`config.mk`:
```
export PLATFORM = sky130hd
export DESIGN_NAME = mem_stage_lsu
export DESIGN_NICKNAME = d
export VERILOG_FILES = /design/src/rtl/mem_stage_lsu.sv
export SDC_FILE = /design/constraint.sdc
export NUM_CORES = 1
export LEC_CHECK = 0
export CORE_MARGIN = 10
export CORE_UTILIZATION = 40
export CTS_BUF_LIST = sky130_fd_sc_hd__clkbuf_8 sky130_fd_sc_hd__clkbuf_16
export DETAILED_ROUTE_END_ITERATION = 10
export HOLD_SLACK_MARGIN = 0.05
export PLACE_DENSITY = 0.76
export SYNTH_ARGS = -nofsm -noshare
export SYNTH_HDL_FRONTEND = slang
export SYNTH_SLANG_ARGS = --single-unit
```
`constraint.sdc`:
```
create_clock -name clk -period 5.04 [get_ports clk]
set_clock_uncertainty 0.15 [all_clocks]
set_input_delay 1.008 -clock clk [delete_from_list [all_inputs] [get_ports clk]]
set_output_delay 1.008 -clock clk [all_outputs]
set_load 0.02 [all_outputs]
```
`src/rtl/mem_stage_lsu.sv`:
```
`default_nettype none
// ============================================================================
// Module   : mem_stage_lsu
// Brief    : MEM-stage load/store unit. It drives a req/ack data bus with byte
//            enables and lane-replicated store data, and sign/zero-extends load
//            data. It stalls the pipeline while an access is outstanding.
//            The optional MISALIGN_TRAP_EN macro traps misaligned accesses
//            instead of issuing them.
// Revision : 1.0 - initial release
// ============================================================================
module mem_stage_lsu #(
  parameter int WIDTH          = 32,
  parameter int TIMEOUT_CYCLES = 16,
  parameter int CNT_WIDTH      = 5
) (
  input  logic             clk,
  input  logic             rst,
  input  logic             MemRead,
  input  logic             MemWrite,
  input  logic             one_byte,
  input  logic             two_byte,
  input  logic             four_bytes,
  input  logic             unsigned_load,
  input  logic [WIDTH-1:0] ALUResult,
  input  logic [WIDTH-1:0] WriteData,
  output logic             mem_req,
  output logic             mem_we,
  output logic [WIDTH-1:0] mem_addr,
  output logic [3:0]       mem_be,
  output logic [WIDTH-1:0] mem_wdata,
  input  logic             mem_ack,
  input  logic [WIDTH-1:0] mem_rdata,
  output logic             stall,
  output logic [WIDTH-1:0] ReadData,
  output logic             load_valid,
  output logic             bus_err
`ifdef MISALIGN_TRAP_EN
  ,
  output logic             misaligned
`endif
);

  localparam logic [1:0] C_ST_IDLE = 2'd0;
  localparam logic [1:0] C_ST_REQ  = 2'd1;
  localparam logic [1:0] C_ST_DONE = 2'd2;

  localparam logic [1:0] C_SZ_BYTE = 2'd0;
  localparam logic [1:0] C_SZ_HALF = 2'd1;
  localparam logic [1:0] C_SZ_WORD = 2'd2;

  localparam logic [CNT_WIDTH-1:0] C_CNT_LAST = CNT_WIDTH'(TIMEOUT_CYCLES - 1);

  logic [1:0]           r_state;
  logic [1:0]           w_state_nxt;
  logic [1:0]           r_size;
  logic [1:0]           r_lane;
  logic                 r_unsigned;
  logic                 r_is_load;
  logic                 r_bus_err;
  logic [CNT_WIDTH-1:0] r_cnt;

  logic                 w_access;
  logic [1:0]           w_size;
  logic [1:0]           w_lane;
  logic [3:0]           w_be;
  logic [WIDTH-1:0]     w_wdata;
  logic                 w_misal;
  logic [7:0]           w_rbyte;
  logic [15:0]          w_rhalf;
  logic [WIDTH-1:0]     w_load_ext;

`ifdef MISALIGN_TRAP_EN
  logic r_misal;
`endif

  assign w_access = MemRead | MemWrite;

  // Size priority: word > half > byte; no flag defaults to a word access.
  always_comb begin
    w_size = C_SZ_WORD;
    if (four_bytes)    w_size = C_SZ_WORD;
    else if (two_byte) w_size = C_SZ_HALF;
    else if (one_byte) w_size = C_SZ_BYTE;
  end

  // Effective lane drops address bits finer than the access size.
  always_comb begin
    w_lane  = 2'b00;
    w_be    = 4'b1111;
    w_wdata = WriteData;
    case (w_size)
      C_SZ_BYTE: begin
        w_lane  = ALUResult[1:0];
        w_be    = 4'b0001 << ALUResult[1:0];
        w_wdata = {4{WriteData[7:0]}};
      end
      C_SZ_HALF: begin
        w_lane  = {ALUResult[1], 1'b0};
        w_be    = 4'b0011 << {ALUResult[1], 1'b0};
        w_wdata = {2{WriteData[15:0]}};
      end
      default: begin
        w_lane  = 2'b00;
        w_be    = 4'b1111;
        w_wdata = WriteData;
      end
    endcase
  end

`ifdef MISALIGN_TRAP_EN
  always_comb begin
    w_misal = 1'b0;
    if (w_size == C_SZ_HALF && ALUResult[0])          w_misal = 1'b1;
    if (w_size == C_SZ_WORD && ALUResult[1:0] != 2'b00) w_misal = 1'b1;
  end
  assign misaligned = r_misal;
`else
  assign w_misal = 1'b0;
`endif

  // Load extraction uses the access attributes latched at issue time.
  always_comb begin
    w_rbyte    = mem_rdata[{r_lane, 3'b000} +: 8];
    w_rhalf    = r_lane[1] ? mem_rdata[31:16] : mem_rdata[15:0];
    w_load_ext = mem_rdata;
    case (r_size)
      C_SZ_BYTE: w_load_ext = {{(WIDTH-8){~r_unsigned & w_rbyte[7]}}, w_rbyte};
      C_SZ_HALF: w_load_ext = {{(WIDTH-16){~r_unsigned & w_rhalf[15]}}, w_rhalf};
      default:   w_load_ext = mem_rdata;
    endcase
  end

  always_ff @(posedge clk or negedge rst) begin
    if (!rst) r_state <= C_ST_IDLE;
    else      r_state <= w_state_nxt;
  end

  always_comb begin
    w_state_nxt = r_state;
    case (r_state)
      C_ST_IDLE: if (w_access) w_state_nxt = w_misal ? C_ST_DONE : C_ST_REQ;
      C_ST_REQ:  if (mem_ack || r_cnt == C_CNT_LAST) w_state_nxt = C_ST_DONE;
      C_ST_DONE: w_state_nxt = C_ST_IDLE;
      default:   w_state_nxt = C_ST_IDLE;
    endcase
  end

  always_comb begin
    mem_req    = 1'b0;
    stall      = 1'b0;
    load_valid = 1'b0;
    case (r_state)
      C_ST_IDLE: stall = w_access;
      C_ST_REQ: begin
        mem_req = 1'b1;
        stall   = 1'b1;
      end
      C_ST_DONE: load_valid = r_is_load;
      default: ;
    endcase
  end

  always_ff @(posedge clk or negedge rst) begin
    if (!rst) begin
      mem_we     <= 1'b0;
      mem_addr   <= '0;
      mem_be     <= 4'b0000;
      mem_wdata  <= '0;
      r_size     <= C_SZ_BYTE;
      r_lane     <= 2'b00;
      r_unsigned <= 1'b0;
      r_is_load  <= 1'b0;
      r_cnt      <= '0;
      ReadData   <= '0;
      r_bus_err  <= 1'b0;
`ifdef MISALIGN_TRAP_EN
      r_misal    <= 1'b0;
`endif
    end else begin
      case (r_state)
        C_ST_IDLE: begin
          if (w_access) begin
            r_cnt <= '0;
            if (w_misal) begin
              r_is_load <= 1'b0;
              ReadData  <= '0;
`ifdef MISALIGN_TRAP_EN
              r_misal   <= 1'b1;
`endif
            end else begin
              mem_we     <= MemWrite;
              mem_addr   <= {ALUResult[WIDTH-1:2], 2'b00};
              mem_be     <= w_be;
              mem_wdata  <= w_wdata;
              r_size     <= w_size;
              r_lane     <= w_lane;
              r_unsigned <= unsigned_load;
              r_is_load  <= MemRead & ~MemWrite;
            end
          end
        end
        C_ST_REQ: begin
          r_cnt <= r_cnt + CNT_WIDTH'(1);
          if (mem_ack) begin
            ReadData <= w_load_ext;
          end else if (r_cnt == C_CNT_LAST) begin
            ReadData  <= '0;
            r_bus_err <= 1'b1;
          end
        end
        C_ST_DONE: begin
          r_bus_err <= 1'b0;
`ifdef MISALIGN_TRAP_EN
          r_misal   <= 1'b0;
`endif
        end
        default: ;
      endcase
    end
  end

  assign bus_err = r_bus_err;

endmodule
`default_nettype wire

```
# Word-level counts from Yosys, hierarchy flattened
# Cells that the tools add are included.
dict set report op_classes {
  reduce_logical 12
  n_bitwise 6
  n_mux 21
  n_addsub 1
  n_eq_ne 9
  shift 3
}
# operator n
set ops {}
lappend ops {{32-bit one-hot mux with 2 select lines} 2}
lappend ops {{32-bit two-way mux} 2}
lappend ops {{32-bit by 6-bit indexed part select with 8-bit output} 1}
lappend ops {{16-bit two-way mux} 1}
lappend ops {{2-bit two-way mux} 5}
lappend ops {{5-bit one-hot mux with 2 select lines} 1}
lappend ops {{2-bit inequality test, second input constant} 4}
lappend ops {{2-bit one-hot mux with 2 select lines} 2}
lappend ops {{4-bit one-hot mux with 2 select lines} 1}
lappend ops {{2-bit AND reduction} 4}
lappend ops {{2-bit by 1-bit equality test with 1-bit output, second input constant} 3}
lappend ops {{2-bit logical NOT} 3}
lappend ops {{2-bit nonzero test} 3}
lappend ops {{5-bit by 1-bit adder with 5-bit output, second input constant} 1}
lappend ops {{5-bit by 4-bit equality test with 1-bit output, second input constant} 1}
lappend ops {{5-bit two-way mux} 1}
lappend ops {{1-bit two-way mux} 4}
lappend ops {{1-bit one-hot mux with 2 select lines} 2}
lappend ops {{1-bit by 2-bit left shift with 4-bit output, first input constant} 1}
lappend ops {{2-bit by 2-bit left shift with 4-bit output, first input constant} 1}
lappend ops {{1-bit bitwise AND} 3}
lappend ops {{3-bit AND reduction} 1}
lappend ops {{2-bit equality test, second input constant} 1}
lappend ops {{1-bit inverter} 2}
lappend ops {{other kinds (2)} 2}
dict set report word_totals {
  inputBits 105
  regBits 113
  output_inout_bits 105
}

# Longest topological paths before layout
dict set report logic_depth {
  ltp_word 5
  depth_mapped 7
  depth_no_buf 6
}

# Worst setup path after synthesis
# OpenSTA, ideal clock, no wires.
dict set report synth_path {
  path_kind {in2out}
  startpoint {in MemRead}
  endpoint {out stall}
  stages 3
  setup_slack_ps 2373
  t_arrival_ps 1509
  path_cell_list {nor3_1 or2_2 inv_1}
}
dict set report synth_between {
  elab_chain_cells 2
}
# item line
set synth_lines {}
lappend synth_lines {{start, declared} 18} ;# input logic MemRead,
lappend synth_lines {{1-bit bitwise OR} 76} ;# assign w_access = MemRead | MemWrite;
lappend synth_lines {{1-bit one-hot mux with 2 select lines} 152} ;# case (r_state)
lappend synth_lines {{end, declared} 33} ;# output logic stall,
# Every way passes these cells.

# Final worst setup path
dict set report layout_path {
  startpoint {in MemWrite}
  endpoint {out stall}
}
dict set report layout_between {
  elab_chain_cells 2
}
# item line
set layout_lines {}
lappend layout_lines {{start, declared} 19} ;# input logic MemWrite,
lappend layout_lines {{1-bit bitwise OR} 76}
lappend layout_lines {{1-bit one-hot mux with 2 select lines} 152}
# Every way passes these cells.

==> impl_metrics.ini <==
[run_status]
outcome = completed

[cts]
path_clk_slew_ns = 0.05
cts_tree = yes
post_cts_buffers = 0
postCtsHoldBufs = 0
cts_made_buffers = 17
clk_path_buf_depth = 2
insertion_delay_ns = 0.41
clock-sinks = 113
ctsHtreeMaxLevel = 4
cts_resized = 0
root_buffer = clkbuf_16

[cells_and_area]
multi_input_area_um2 = 2060
nNetsFinal = 757
drive_gt1_frac = 0.133
instances_no_fill = 830
diodes = 0
syn2layout_area_growth_pct = 55.7
fillers = 978
regArea_um2 = 2830

[synthesis]
synth.ff_latch_count = 113
synth-simple-area-share = 0.0773
synthCells = 446
muxShareOfSynthArea = 0.158
syn_area_um2 = 5020
synth_top_family_by_area = compound AO/OA/AOI/OAI gates
synth-warning-count = 0
yosys-top-cells-area = dfrtp_1 (56%), mux2_2 (11%), o21ai_0 (7.2%)
yosys.area.top_type = dfrtp_1
synth_xor_xnor_area_share = 0.00174
synth_area_per_cell_um2 = 11.3
synth_cell_types = 39
yosysTopAreaCellShare = 0.563
synth_compound_gate_area_share = 0.162
synth-adder-area-share = 0.00499
yosysSeqAreaShare = 0.563

[setup_path]
cp-endpoint = stall
startpoint = MemWrite
endpoint_kind = output pin
cp_max_fo = 4
worstReg2RegStart = r_size[1]
slowest_stage = clkdlybuf4s50_1
r2r-end = ReadData[30]
path_class = in -> out
slowest_delay_ns = 0.63
r2r_slack_ns = 2.53
crit_path_start_kind = input port
cp.required_ns = 3.88
rr_worst_depth = 3
crit_chain = clkdlybuf4s50_1 -> nor3_1 -> or2_2 -> inv_1 -> clkdlybuf4s50_1
critPathArrivalTime_ns = 2.68
path_common_cell = clkdlybuf4s50_1

[timing]
slew_violations = 0
finalCriticalPeriod_ns = 3.83
fmax_mhz = 261
worst_slew_pin_slew_ns = 1.11
fin_crit_sh = 0.761
final-hold-violation-count = 0
finalSetupViolCount = 0
slew_headroom = 0.254
grt_setup_unrepaired = no
setup_tns_ns = 0

[floorplan]
die_y_um = 132
dieWidth_um = 132
core-area_um2 = 12200
initial_core_util = 0.413
ios = 210
core.rowCount = 40
die-area_um2 = 17400

[detailed_routing]
routed_wl_um = 16100
dr.first_iter.drc_count = 419
wl_per_cell_um = 19.4
num_vias = 4372
drtAntennaViolNets = 0
drtPass1Iterations = 5
route.detailed.drc = 0
via_per_inst = 5.27

[place]
place_inst = 799
place.detailed.hpwl_um = 12000
port_buffers = 207
gp_congestion = 0.809

[worst_hold_path]
min_from = mem_wdata[17]
hp-class = reg -> reg

[global_routing]
grt_pass1_vias = 4668
grt_max_degree = 94
grt_util_all_layers = 0.187
grt_pass1_wl_um = 26100
antenna_found_initial = 0
grt-ovfl-total = 0

[run]
max-cap-violations = 0

[power_and_ir_drop]
ir_worst_vdd_mv = 0.357
p_per_area_nw_per_um2 = 665
leakage_nw = 3.28
## worst min path at each step
stage,end,slack (ns),cells past startpoint
6_report,mem_wdata[17],0.32,2
5_1_grt,ReadData[3],0.35,2
4_1_cts,mem_wdata[17],0.33,2
3_5_place_dp,mem_wdata[17],0.32,2
3_3_place_gp,r_is_load,0.31,2
2_1_floorplan,r_is_load,0.29,2
## worst max-delay path: cells and delay by family
family,cells,cell delay (ns)
AND/OR/NAND/NOR,2,0.37
buffers and inverters,3,1.29
## per-layer routing
metal  global-route usage  up-vias  part of all wire
met5                    0        -                 0
met4               0.0618        0             0.017
met3               0.0838       19              0.11
met2                0.302      209              0.48
met1                0.216     2127              0.40
li1                     -     2017                 -
## cells in the mapped netlist
library cell / count
buf_2: 5
mux2i_1: 25
o21bai_1: 2
o221ai_1: 1
a211oi_1: 1
conb_1: 1
nand3_1: 2
o21ai_0: 72
or3_1: 8
and3_1: 1
and3b_1: 1
a21o_1: 1
nor2_1: 7
a22oi_1: 8
buf_6: 1
nand2b_1: 3
xor2_1: 1
dfrtp_1: 113
or2_2: 2
o2111a_2: 1
a21oi_1: 18
o21ai_1: 2
o22ai_1: 2
nand2_1: 57
a31oi_1: 1
o31ai_1: 1
inv_1: 10
o32ai_4: 1
nor3b_1: 1
a22o_1: 2
nor3_1: 3
mux2_2: 48
nor2b_1: 3
clkinv_1: 1
clkbuf_1: 19
ha_1: 2
a221oi_1: 1
a221o_1: 16
buf_4: 2
## placed cells by master, fill, tap and decap left out, types with 3 or more instances in the layout
cell and n:
a21oi_1 18, a221o_1 16, a22oi_1 8, buf_4 4
clkbuf_16 17, clkbuf_8 3, clkdlybuf4s50_1 206, clkinv_2 4
dfrtp_1 113, inv_1 15, mux2_2 48, mux2i_1 25
nand2_1 57, nand2b_1 3, nor2_1 7, nor2b_1 3
o21ai_0 72, or3_1 8
## metrics by stage
step	cell area, um^2	hold slack, ns	worst slack [ns]	utilization	total power [mW]
2_1_floorplan	5020	0.292	2.37	-	2.87
3_3_place_gp	7250	0.306	1.21	0.596	4.02
3_5_place_dp	7250	0.321	1.20	0.596	4.09
4_1_cts	7820	0.332	1.20	0.643	5.26
5_1_grt	7820	0.354	1.14	0.643	5.50
6_report	7820	0.323	1.21	0.643	5.19
## sequential cells by signal, summed over array words and instances, names as in the netlist
signal      flops
bus_err         1
r_lane          2
mem_wdata      32
r_cnt           5
mem_be          4
r_state         2
ReadData       32
mem_addr       30
r_size          2
r_unsigned      1
r_is_load       1
mem_we          1
## where the power goes
part / switching [mW] / internal, mW
clock: 0.392 / 0.749
combinational: 1.24 / 1.19
sequential: 0.275 / 1.35
## logic make-up (layout without fill, tap and decap cells)
family          count (synthesis)  count (layout)
compound gates                130             130
flops                         113             113
simple gates                   88              88
mux                            73              73
buf+inv                        38             253
fa+ha+maj                       2               2
other cells                     1               2
xor+xnor                        1               1
## final cells by class
type	count	share of cell area
Clock buffer	20	0.0597
Clock inverter	11	0.0126
Inverter	11	0.00528
Multi-Input combinational cell	296	0.264
Sequential cell	113	0.362
Tap cell	168	0.0269
Timing Repair Buffer	211	0.270
Note: power is estimated with default switching activity, not from simulation.
